==> src/rtl/gDefine.sv <==
// Shared vector/register-file definitions for the operand-fetch path.
// Depth, tag width and vector geometry live here so every client of the
// register RAM agrees on them.
package gDefine;

    localparam int VEC_WIDTH = 8;               // lanes per vector
    localparam int LANE_W    = 8;               // bits per lane
    localparam int SIZE      = 2048;            // register RAM depth (entries)
    localparam int SIZE_L    = $clog2(SIZE);    // register address width
    localparam int TAG_W     = 6;               // request tag width
    localparam int N_RD      = 3;               // RAM read ports / operands

    typedef logic [VEC_WIDTH-1:0][LANE_W-1:0] Vector_t;
    typedef logic [VEC_WIDTH-1:0]             Mask_t;
    typedef logic [SIZE_L-1:0]                Addr_t;
    typedef logic [TAG_W-1:0]                 Tag_t;

    // One operand-fetch request: three source registers plus an opaque tag.
    typedef struct packed {
        Addr_t [N_RD-1:0] addr;
        Tag_t             tag;
    } OpReq_t;

endpackage

==> src/rtl/vec_strb_merge.sv <==
// Lane-wise patch of a vector: every lane whose strobe bit is set takes the
// patch value, provided the merge is enabled at all.
module vec_strb_merge
    import gDefine::*;
(
    input  Vector_t i_base,
    input  Vector_t i_patch,
    input  Mask_t   i_strb,
    input  logic    i_en,
    output Vector_t o_vec
);

    // Start from the base vector and overwrite strobed lanes.
    always_comb begin
        // NOTE: the unconditional default keeps every path assigned, so no latch is inferred.
        o_vec = i_base;
        for (int l = 0; l < VEC_WIDTH; l++) begin
            if (i_en && i_strb[l]) begin
                o_vec[l] = i_patch[l];
            end
        end
    end

endmodule

==> src/rtl/operand_fetch.sv <==
// Read-side client of the 3R/1W strobed vector register RAM.
// Two stages: S1 waits out the RAM's registered read, OUT presents the
// operands. Writes seen on the RAM write port are forwarded lane by lane
// so the operands handed to the consumer are never stale.
module operand_fetch
    import gDefine::*;
(
    input  logic              clk,
    input  logic              rst_n,
    input  logic              req_valid,
    output logic              req_ready,
    input  logic [SIZE_L-1:0] req_addr0,
    input  logic [SIZE_L-1:0] req_addr1,
    input  logic [SIZE_L-1:0] req_addr2,
    input  logic [TAG_W-1:0]  req_tag,
    output logic [SIZE_L-1:0] ram_addr0,
    output logic [SIZE_L-1:0] ram_addr1,
    output logic [SIZE_L-1:0] ram_addr2,
    input  Vector_t           ram_d0,
    input  Vector_t           ram_d1,
    input  Vector_t           ram_d2,
    input  logic              wb_wen,
    input  logic [SIZE_L-1:0] wb_waddr,
    input  Vector_t           wb_din,
    input  Mask_t             wb_strb,
    output logic              out_valid,
    input  logic              out_ready,
    output Vector_t           out_op0,
    output Vector_t           out_op1,
    output Vector_t           out_op2,
    output logic [TAG_W-1:0]  out_tag
);

    OpReq_t          w_req;
    Vector_t         w_ram_d    [N_RD];
    Addr_t           w_ram_addr [N_RD];
    Vector_t         w_fwd_op   [N_RD];
    Vector_t         w_s1_op    [N_RD];
    Vector_t         w_hold_op  [N_RD];
    logic            w_s1_adv;
    logic            w_s1_load;

    logic            r_s1_valid;
    OpReq_t          r_s1;
    logic            r_out_valid;
    Vector_t         r_out_op   [N_RD];
    Addr_t           r_out_addr [N_RD];
    Tag_t            r_out_tag;
    logic [N_RD-1:0] r_fw_hit;
    Vector_t         r_fw_din;
    Mask_t           r_fw_strb;

    assign w_req.addr[0] = req_addr0;
    assign w_req.addr[1] = req_addr1;
    assign w_req.addr[2] = req_addr2;
    assign w_req.tag     = req_tag;

    assign w_ram_d[0] = ram_d0;
    assign w_ram_d[1] = ram_d1;
    assign w_ram_d[2] = ram_d2;

    // S1 may move on whenever OUT is empty or being drained this cycle.
    assign w_s1_adv  = !r_out_valid || out_ready;
    assign w_s1_load = r_s1_valid && w_s1_adv;
    assign req_ready = !r_s1_valid || w_s1_adv;

    // Per-port address steering and the three merge points of each operand.
    for (genvar g = 0; g < N_RD; g++) begin : g_port
        // A stalled S1 keeps re-reading its own address so its data stays fresh.
        assign w_ram_addr[g] = (r_s1_valid && !w_s1_adv) ? r_s1.addr[g] : w_req.addr[g];

        // Patch in last cycle's write, which the RAM read could not see.
        vec_strb_merge u_fwd (
            .i_base  (w_ram_d[g]),
            .i_patch (r_fw_din),
            .i_strb  (r_fw_strb),
            .i_en    (r_fw_hit[g]),
            .o_vec   (w_fwd_op[g])
        );

        // Patch in this cycle's write; it is newer than the forwarded one.
        vec_strb_merge u_s1_live (
            .i_base  (w_fwd_op[g]),
            .i_patch (wb_din),
            .i_strb  (wb_strb),
            .i_en    (wb_wen && (wb_waddr == r_s1.addr[g])),
            .o_vec   (w_s1_op[g])
        );

        // Keep held output operands current while the consumer stalls.
        vec_strb_merge u_out_live (
            .i_base  (r_out_op[g]),
            .i_patch (wb_din),
            .i_strb  (wb_strb),
            .i_en    (wb_wen && (wb_waddr == r_out_addr[g])),
            .o_vec   (w_hold_op[g])
        );
    end

    assign ram_addr0 = w_ram_addr[0];
    assign ram_addr1 = w_ram_addr[1];
    assign ram_addr2 = w_ram_addr[2];

    // Record each cycle's write against the addresses being read this cycle.
    always_ff @(posedge clk or negedge rst_n) begin
        if (!rst_n) begin
            r_fw_hit  <= '0;
            r_fw_din  <= '0;
            r_fw_strb <= '0;
        end else begin
            // NOTE: non-blocking assignments make every register here update from pre-edge values.
            for (int i = 0; i < N_RD; i++) begin
                r_fw_hit[i] <= wb_wen && (wb_waddr == w_ram_addr[i]);
            end
            r_fw_din  <= wb_din;
            r_fw_strb <= wb_strb;
        end
    end

    // S1: capture a new request whenever the stage is free to accept one.
    always_ff @(posedge clk or negedge rst_n) begin
        if (!rst_n) begin
            r_s1_valid <= 1'b0;
            r_s1       <= '0;
        end else if (req_ready) begin
            r_s1_valid <= req_valid;
            r_s1       <= w_req;
        end
    end

    // OUT: load from S1, merge live writes while held, drop valid once drained.
    always_ff @(posedge clk or negedge rst_n) begin
        if (!rst_n) begin
            r_out_valid <= 1'b0;
            r_out_tag   <= '0;
            // NOTE: only three vector registers, so clearing them in reset is cheap and gives a defined idle output.
            for (int i = 0; i < N_RD; i++) begin
                r_out_op[i]   <= '0;
                r_out_addr[i] <= '0;
            end
        end else if (w_s1_load) begin
            r_out_valid <= 1'b1;
            r_out_tag   <= r_s1.tag;
            for (int i = 0; i < N_RD; i++) begin
                r_out_op[i]   <= w_s1_op[i];
                r_out_addr[i] <= r_s1.addr[i];
            end
        end else if (r_out_valid && !out_ready) begin
            for (int i = 0; i < N_RD; i++) begin
                r_out_op[i] <= w_hold_op[i];
            end
        end else if (out_ready) begin
            r_out_valid <= 1'b0;
        end
    end

    assign out_valid = r_out_valid;
    assign out_tag   = r_out_tag;
    assign out_op0   = r_out_op[0];
    assign out_op1   = r_out_op[1];
    assign out_op2   = r_out_op[2];

endmodule
==> config.mk <==
export PLATFORM = sky130hd
export DESIGN_NAME = operand_fetch
export DESIGN_NICKNAME = d
export VERILOG_FILES = /design/src/rtl/gDefine.sv /design/src/rtl/vec_strb_merge.sv /design/src/rtl/operand_fetch.sv
export SDC_FILE = /design/constraint.sdc
export NUM_CORES = 1
export LEC_CHECK = 0
export ABC_CLOCK_PERIOD_IN_PS = 2400
export BUFFER_PORTS_ARGS = -buffer_cell sky130_fd_sc_hd__buf_4
export CAP_MARGIN = 10
export CORE_MARGIN = 2
export CORE_UTILIZATION = 30
export CTS_CLUSTER_SIZE = 10
export DETAILED_ROUTE_END_ITERATION = 12
export PLACE_DENSITY = 0.49
export SLEW_MARGIN = 20
export SYNTH_ARGS = -nofsm -noshare
export SYNTH_HDL_FRONTEND = slang
export SYNTH_SLANG_ARGS = --single-unit
==> constraint.sdc <==
create_clock -name clk -period 2.4 [get_ports clk]
set_input_delay 0.12 -clock clk [delete_from_list [all_inputs] [get_ports clk]]
set_output_delay 0.12 -clock clk [all_outputs]
set_load 0.02 [all_outputs]
==> results of run 1 <==
sequential cells by signal, indices dropped and copies added, names as in the netlist:
signal,cells
out_op0,64
out_op1,64
out_op2,64
out_tag,6
out_valid,1
r_fw_din,64
r_fw_hit,3
r_fw_strb,8
r_out_addr,33
r_s1,39
r_s1_valid,1
layout make-up:
type	instances	area share
Sequential cell	347	0.302
Multi-Input combinational cell	1610	0.331
Antenna cell	4	0.000348
Clock buffer	67	0.0455
Timing Repair Buffer	936	0.280
Inverter	22	0.00305
Tap cell	837	0.0364
Clock inverter	4	0.00157
worst min path at each step:
| stage | from | to | slack, ns | depth (start not counted) |
|---|---|---|---|---|
| 6_report | ram_d0[9] | out_op0[9]$_DFFE_PN0P_ | 0.03 | 5 |
| 4_1_cts | ram_d2[14] | out_op2[14]$_DFFE_PN0P_ | 0.0001 | 5 |
| 2_1_floorplan | rst_n | out_op0[0]$_DFFE_PN0P_ | -0.18 | 0 |
| 5_1_grt | ram_d1[35] | out_op1[35]$_DFFE_PN0P_ | 0.04 | 5 |
| 3_3_place_gp | rst_n | out_op2[2]$_DFFE_PN0P_ | 0.18 | 1 |
| 3_5_place_dp | rst_n | out_op2[2]$_DFFE_PN0P_ | 0.19 | 1 |
per-layer routing:
metal  part of all wire  track usage  up-vias
li1                   -            -     9479
met1               0.42        0.376    10400
met2               0.46        0.446     1119
met3              0.085       0.0573      221
met4              0.039        0.116        6
met5            0.00034            0        -
cell usage in the layout (no fill, tap or decap), types with 4 or more instances in the layout:
| master | n |
|---|---|
| buf_4 | 658 |
| nand3_1 | 388 |
| dfrtp_1 | 343 |
| nand2_1 | 285 |
| dlygate4sd3_1 | 245 |
| nor3_1 | 206 |
| a211oi_1 | 195 |
| a21oi_1 | 193 |
| mux2_2 | 76 |
| nor2_1 | 68 |
| xnor2_1 | 67 |
| clkbuf_16 | 45 |
| buf_12 | 31 |
| nor4_2 | 27 |
| nand4_1 | 19 |
| inv_1 | 18 |
| xor2_1 | 15 |
| clkbuf_1 | 12 |
| clkbuf_8 | 10 |
| nor4_4 | 8 |
| o21ai_0 | 6 |
| nand2b_1 | 6 |
| diode_2 | 4 |
| o221ai_1 | 4 |
| dfrtp_2 | 4 |
what timing repair did:
| item | in CTS | in global routing |
|---|---|---|
| gates cloned | 1 | 0 |
| hold endpoints to repair | 361 | 0 |
| gates resized for setup | 3 | 4 |
| hold buffers | 245 | 0 |
| endpoints found under the setup margin | 32 | 13 |
power by group through the flow:
stage / clock, W / combinational, W / sequential [W]
floorplan: 0 / 0.00201 / 0.00785
global placement: 0 / 0.00516 / 0.00743
detailed placement: 0 / 0.00521 / 0.00744
CTS: 0.00657 / 0.00557 / 0.00734
global route: 0.00678 / 0.00594 / 0.00743
finish: 0.00644 / 0.00556 / 0.00735
cell families after synthesis:
| group | synth area share |
|---|---|
| AOI/OAI and AO/OA | 0.144 |
| DFF | 0.460 |
| muxes | 0.0474 |
| and+or+nand+nor | 0.270 |
| xor gates and xnor gates | 0.0381 |
| buffers and inverters | 0.0404 |
per-stage QoR:
| step | instances | power [W] |
|---|---|---|
| floorplan | 2148 | 0.00986 |
| global placement | 3506 | 0.0126 |
| detailed placement | 3506 | 0.0126 |
| CTS | 3823 | 0.0195 |
| global route | 3825 | 0.0202 |
| finish | 3827 | 0.0194 |
worst min-delay path, cell delays in order:
cell	delay, ns
buf_4	0.11
nand2_1	0.08
nand3_1	0.07
a21oi_1	0.12
a211oi_1	0.06
==> results_dict.tcl, run 1 <==
set metrics [dict create \
    status "finished, final reports clean" \
    syn2layout_area_growth_pct 52.5 \
    die_w_um 255 \
    final_core_util 0.464 \
    endpoint "ram_addr1[6]" \
    switching_share 0.330 \
    reg2reg_to "out_op2[19]$_DFFE_PN0P_" \
    hold_viol_final 0 \
    r2r_setup_slack_ns 0.14 \
    setup_viol 0 \
    die-height_um 255 \
    ir_drop_mv 0.464 \
    synth.distinct_cells 48 \
    finalWorstPathRequiredPeriod_ns 2.30 \
    h-tree-depth 2 \
    clk_latency_ns 0.57 \
    maxSlewViolCount 0 \
    multi_input_area_um2 9510 \
    syn_avg_cell_area_um2 8.78 \
    synth-seq-cells 347 \
    netlist_area_um2 18900 \
    cp_max_fo 23 \
    power_density_nw_per_um2 673 \
    grt_max_degree 76 \
    clock-skew-final_ns 0.0143 \
    ys.warnings.count 0 \
    regArea_um2 8690 \
    grt-ovfl-total 0 \
    final_nets 3280 \
    first_pass_iters 6 \
    cts_buffer_depth 3 \
    yosysMostFrequentCell "nand3_1" \
    tritoncts "done" \
    reg2regPathDepth 6 \
    crit_slowest_cell "dfrtp_2" \
    clk_pin_slew_ns 0.06 \
    cpPeakStageDelay_ns 0.40 \
    crit_cells 6 \
    finalWorstSetupSlack_ns 0.0951 \
    worstReg2RegStart "r_s1[29]$_DFFE_PN0N_" \
    holdWs_ns 0.0275 \
    critPathKind "reg2out" \
    place_hpwl_um 67000 \
    hp-class "in2reg" \
    end_kind "primary output" \
    initial_core_util 0.304 \
    drive_gt1_frac 0.297 \
    seq_power_share 0.380 \
    track_usage 0.282 \
    drt_wl_total_um 94400 \
    fin_crit_sh 0.960 \
    critPathBufInv 3 \
    max-slew-margin-rel 0.463 \
    synth_edf_count 0 \
    cp-startpoint "out_valid$_DFFE_PN0P_" \
    maxCapViolCount 0 \
    cts_setup_buffers 0 \
    arrival_ns 2.18 \
    final_area_um2 28800 \
    synthCells 2148 \
    gp_congestion 0.880 \
    clkPwrFrac 0.333 \
    fillerInstances 6056 \
    pre_cts_slack_ns -0.112 \
    internal_power_w 0.0130 \
    p_leak_nw 12.3 \
    grt_pass1_vias 21400 \
    port-buffer-count 551 \
    tns_ns 0 \
    die-area_um2 64900 \
    numClockSinks 347 \
    postPlaceCellArea_um2 24900 \
    antenna_found_initial 6 \
    path_cells "nor2b_4 -> and2_1 -> clkinv_4 -> buf_12 -> mux2_2 -> buf_4" \
    drtAntennaViolNets 0 \
    numCtsBuffers 44 \
    synth_fp_nets 2467 \
    synth_common_cells "nand3_1 (388), dfrtp_1 (347), nand2_1 (285)" \
    synth.area.top_cells "dfrtp_1 (46%), nand3_1 (10%), a211oi_1 (7.8%)" \
    crit_required_ns 2.28 \
    worst_slew_pin_slew_ns 0.801 \
    root_buffer "clkbuf_16" \
    drc 0 \
    cp-start-kind "flop" \
    ios 552 \
    crit_family "buffers and inverters" \
    rsz0062_at_grt "false" \
    synthArstFlopShare 1.00 \
    dr.first_iter.drc_count 1845 \
    ys_seq_area_frac 0.460 \
    comb_power_share 0.287 \
    grt_pass1_wl_um 137000 \
    synth.top_cell.area_share 0.460 \
    synth_area_leader_cell "dfrtp_1" \
    vias 21300 \
    p_switching_w 0.00640 \
    max_freq_mhz 434 \
    core_um2 61900 \
    ys_dominant_reg_cell "dfrtp_1" \
    via_per_inst 5.55 \
    wl_per_cell_um 24.7 \
    row_count 91 \
]
Note: power is estimated with default switching activity, not from simulation.
==> inputs of run 2 (changes only) <==
--- a/config.mk
+++ b/config.mk
@@ -5,6 +5,7 @@
 export SDC_FILE = /design/constraint.sdc
 export NUM_CORES = 1
 export LEC_CHECK = 0
+export ABC_AREA = 1
 export ABC_CLOCK_PERIOD_IN_PS = 2400
 export BUFFER_PORTS_ARGS = -buffer_cell sky130_fd_sc_hd__buf_4
 export CAP_MARGIN = 10
==> results_dict.tcl, run 2 <==
set metrics [dict create \
    holdWs_ns 0.0270 \
    cpPeakStageDelay_ns 0.37 \
    numClockSinks 347 \
    via_per_inst 4.82 \
    initial_core_util 0.304 \
    maxSlewViolCount 0 \
    track_usage 0.251 \
    synth_common_cells "nand2_1 (1017), nand3_1 (463), inv_1 (372)" \
    drtAntennaViolNets 0 \
    die_w_um 260 \
    worst_slew_pin_slew_ns 0.754 \
    first_pass_iters 5 \
    h-tree-depth 2 \
    met2_length_um 41000 \
    postPlaceCellArea_um2 25000 \
    final_nets 3862 \
    cpMostUsedCell "buf_4" \
    cp-start-kind "flop" \
    top_layer_used "met4" \
    wirelength_met1_um 38000 \
    grt_pass1_wl_um 130000 \
    clock-skew-final_ns 0.0285 \
    port-buffer-count 551 \
    yosysMostFrequentCell "nand2_1" \
    antenna_found_initial 3 \
    maxCapViolCount 0 \
    ios 552 \
    cts_buffer_depth 3 \
    ir_drop_mv 0.470 \
    synth_edf_count 0 \
    synth_fp_nets 3112 \
    netlist_area_um2 19600 \
    synth.area.top_cells "dfrtp_1 (44%), nand2_1 (19%), nand3_1 (12%)" \
    tritoncts "done" \
    root_buffer "clkbuf_16" \
    grt_pass1_vias 21000 \
    die-height_um 260 \
    path_cells "inv_1 -> nor2_2 -> nand2_2 -> buf_16 -> nand2_1 -> o21ai_2 -> buf_4 -> buf_4" \
    final-instance-count-excl-fill 4431 \
    status "finished, final reports clean" \
    grt_max_degree 95 \
    arrival_ns 2.18 \
    hp-class "in2reg" \
    syn_avg_cell_area_um2 7.01 \
    hold_viol_final 0 \
    synth.top_cell.area_share 0.443 \
    fin_crit_sh 0.959 \
    drc 0 \
    grt-ovfl-total 0 \
    synth_area_leader_cell "dfrtp_1" \
    rsz0062_at_grt "false" \
    crit_required_ns 2.28 \
    die-area_um2 67400 \
    ys.warnings.count 0 \
    critPathKind "reg2out" \
    syn2layout_area_growth_pct 44.7 \
    clk_pin_slew_ns 0.06 \
    p_leak_nw 15.4 \
    clk_latency_ns 0.58 \
    crit_family "buffers and inverters" \
    synth-seq-cells 347 \
    row_count 93 \
    synthCells 2793 \
    ys_dominant_reg_cell "dfrtp_1" \
    cp_max_fo 94 \
    tns_ns 0 \
    wl_met3_um 5500 \
    dr.first_iter.drc_count 1568 \
    synth.distinct_cells 28 \
    setup_viol 0 \
    gp_congestion 0.924 \
    drive_gt1_frac 0.221 \
    crit_slowest_cell "dfrtp_1" \
    ys_seq_area_frac 0.443 \
    wl_per_cell_um 19.5 \
    numCtsBuffers 45 \
    core_um2 64500 \
    critPathBufInv 4 \
    drt_wl_total_um 86400 \
    final_area_um2 28400 \
    end_kind "primary output" \
    placed_cells 4157 \
    layout.cells.most_common_list "nand2_1 (1016), buf_4 (576), nand3_1 (463), inv_1 (372), dfrtp_1 (347)" \
    power_density_nw_per_um2 703 \
    synthArstFlopShare 1.00 \
    place_hpwl_um 65900 \
    vias 21400 \
    finalWorstPathRequiredPeriod_ns 2.30 \
    final_common_cell "nand2_1" \
    max_freq_mhz 434 \
    max-slew-margin-rel 0.497 \
]
==> run 2: area by class of cell <==
class | instances | area (um^2)
diodes | 5 | 12.5
well taps | 855 | 1070
repair buffers | 788 | 6630
clock buffers | 66 | 1340
inverters | 404 | 1520
clock inverters | 9 | 73.8
multi-input cells | 1957 | 9030
fillers | 6625 | 36100
flip-flops and latches | 347 | 8680
==> run 2: path summary, 6_finish.rpt <==
kind                                               from                       to  slack, ns  cells after the start
worst max-delay path              out_valid$_DFFE_PN0P_             ram_addr2[0]        0.1                      8
worst min-delay path                         ram_d2[18]  out_op2[18]$_DFFE_PN0P_       0.03                      7
worst max register to register    out_valid$_DFFE_PN0P_    r_fw_hit[1]$_DFF_PN0_       0.37                     10
worst min register to register  out_op2[26]$_DFFE_PN0P_  out_op2[26]$_DFFE_PN0P_       0.48                      2
max in group asynchronous                         rst_n  out_op2[57]$_DFFE_PN0P_       1.39                      3
min in group asynchronous                         rst_n   r_fw_din[17]$_DFF_PN0_       0.11                      2
==> run 2: logic make-up after synthesis <==
logic type	synth area share
AOI/OAI and AO/OA	0.0790
buffers and inverters	0.0968
DFF	0.443
and+or+nand+nor	0.371
xor gates and xnor gates	0.00984
==> run 2: metrics by stage <==
step	utilization	power, W	worst slack [ns]
floorplan	-	0.0102	0.379
global placement	0.387	0.0132	0.222
detailed placement	0.387	0.0132	0.226
CTS	0.439	0.0201	0.00964
global route	0.440	0.0210	0.0148
finish	0.440	0.0199	0.0976
==> run 2: report_power, final <==
group          switching (W)  total, W  internal [W]
clock                0.00267   0.00660       0.00393
sequential          0.000658   0.00740       0.00675
combinational        0.00358   0.00594       0.00236
total                0.00690    0.0199        0.0130
==> run 2: routing by layer <==
metal  vias to the layer above  global-route usage
met5                         -                   0
met4                         0              0.0597
met3                       117              0.0377
met2                       820               0.418
met1                     10100               0.342
li1                      10300                   -
==> run 2: worst min-delay path, delay by kind of cell <==
family,cells,cell delay [ns]
buffers and inverters,2,0.13
and+or+nand+nor,4,0.25
AOI/OAI and AO/OA,1,0.07
==> run 2: timing repair <==
action,in CTS,in global routing
setup buffers,0,0
hold buffers,194,0
gates resized for setup,3,7
setup endpoints to repair,2,10
hold endpoints to repair,371,0
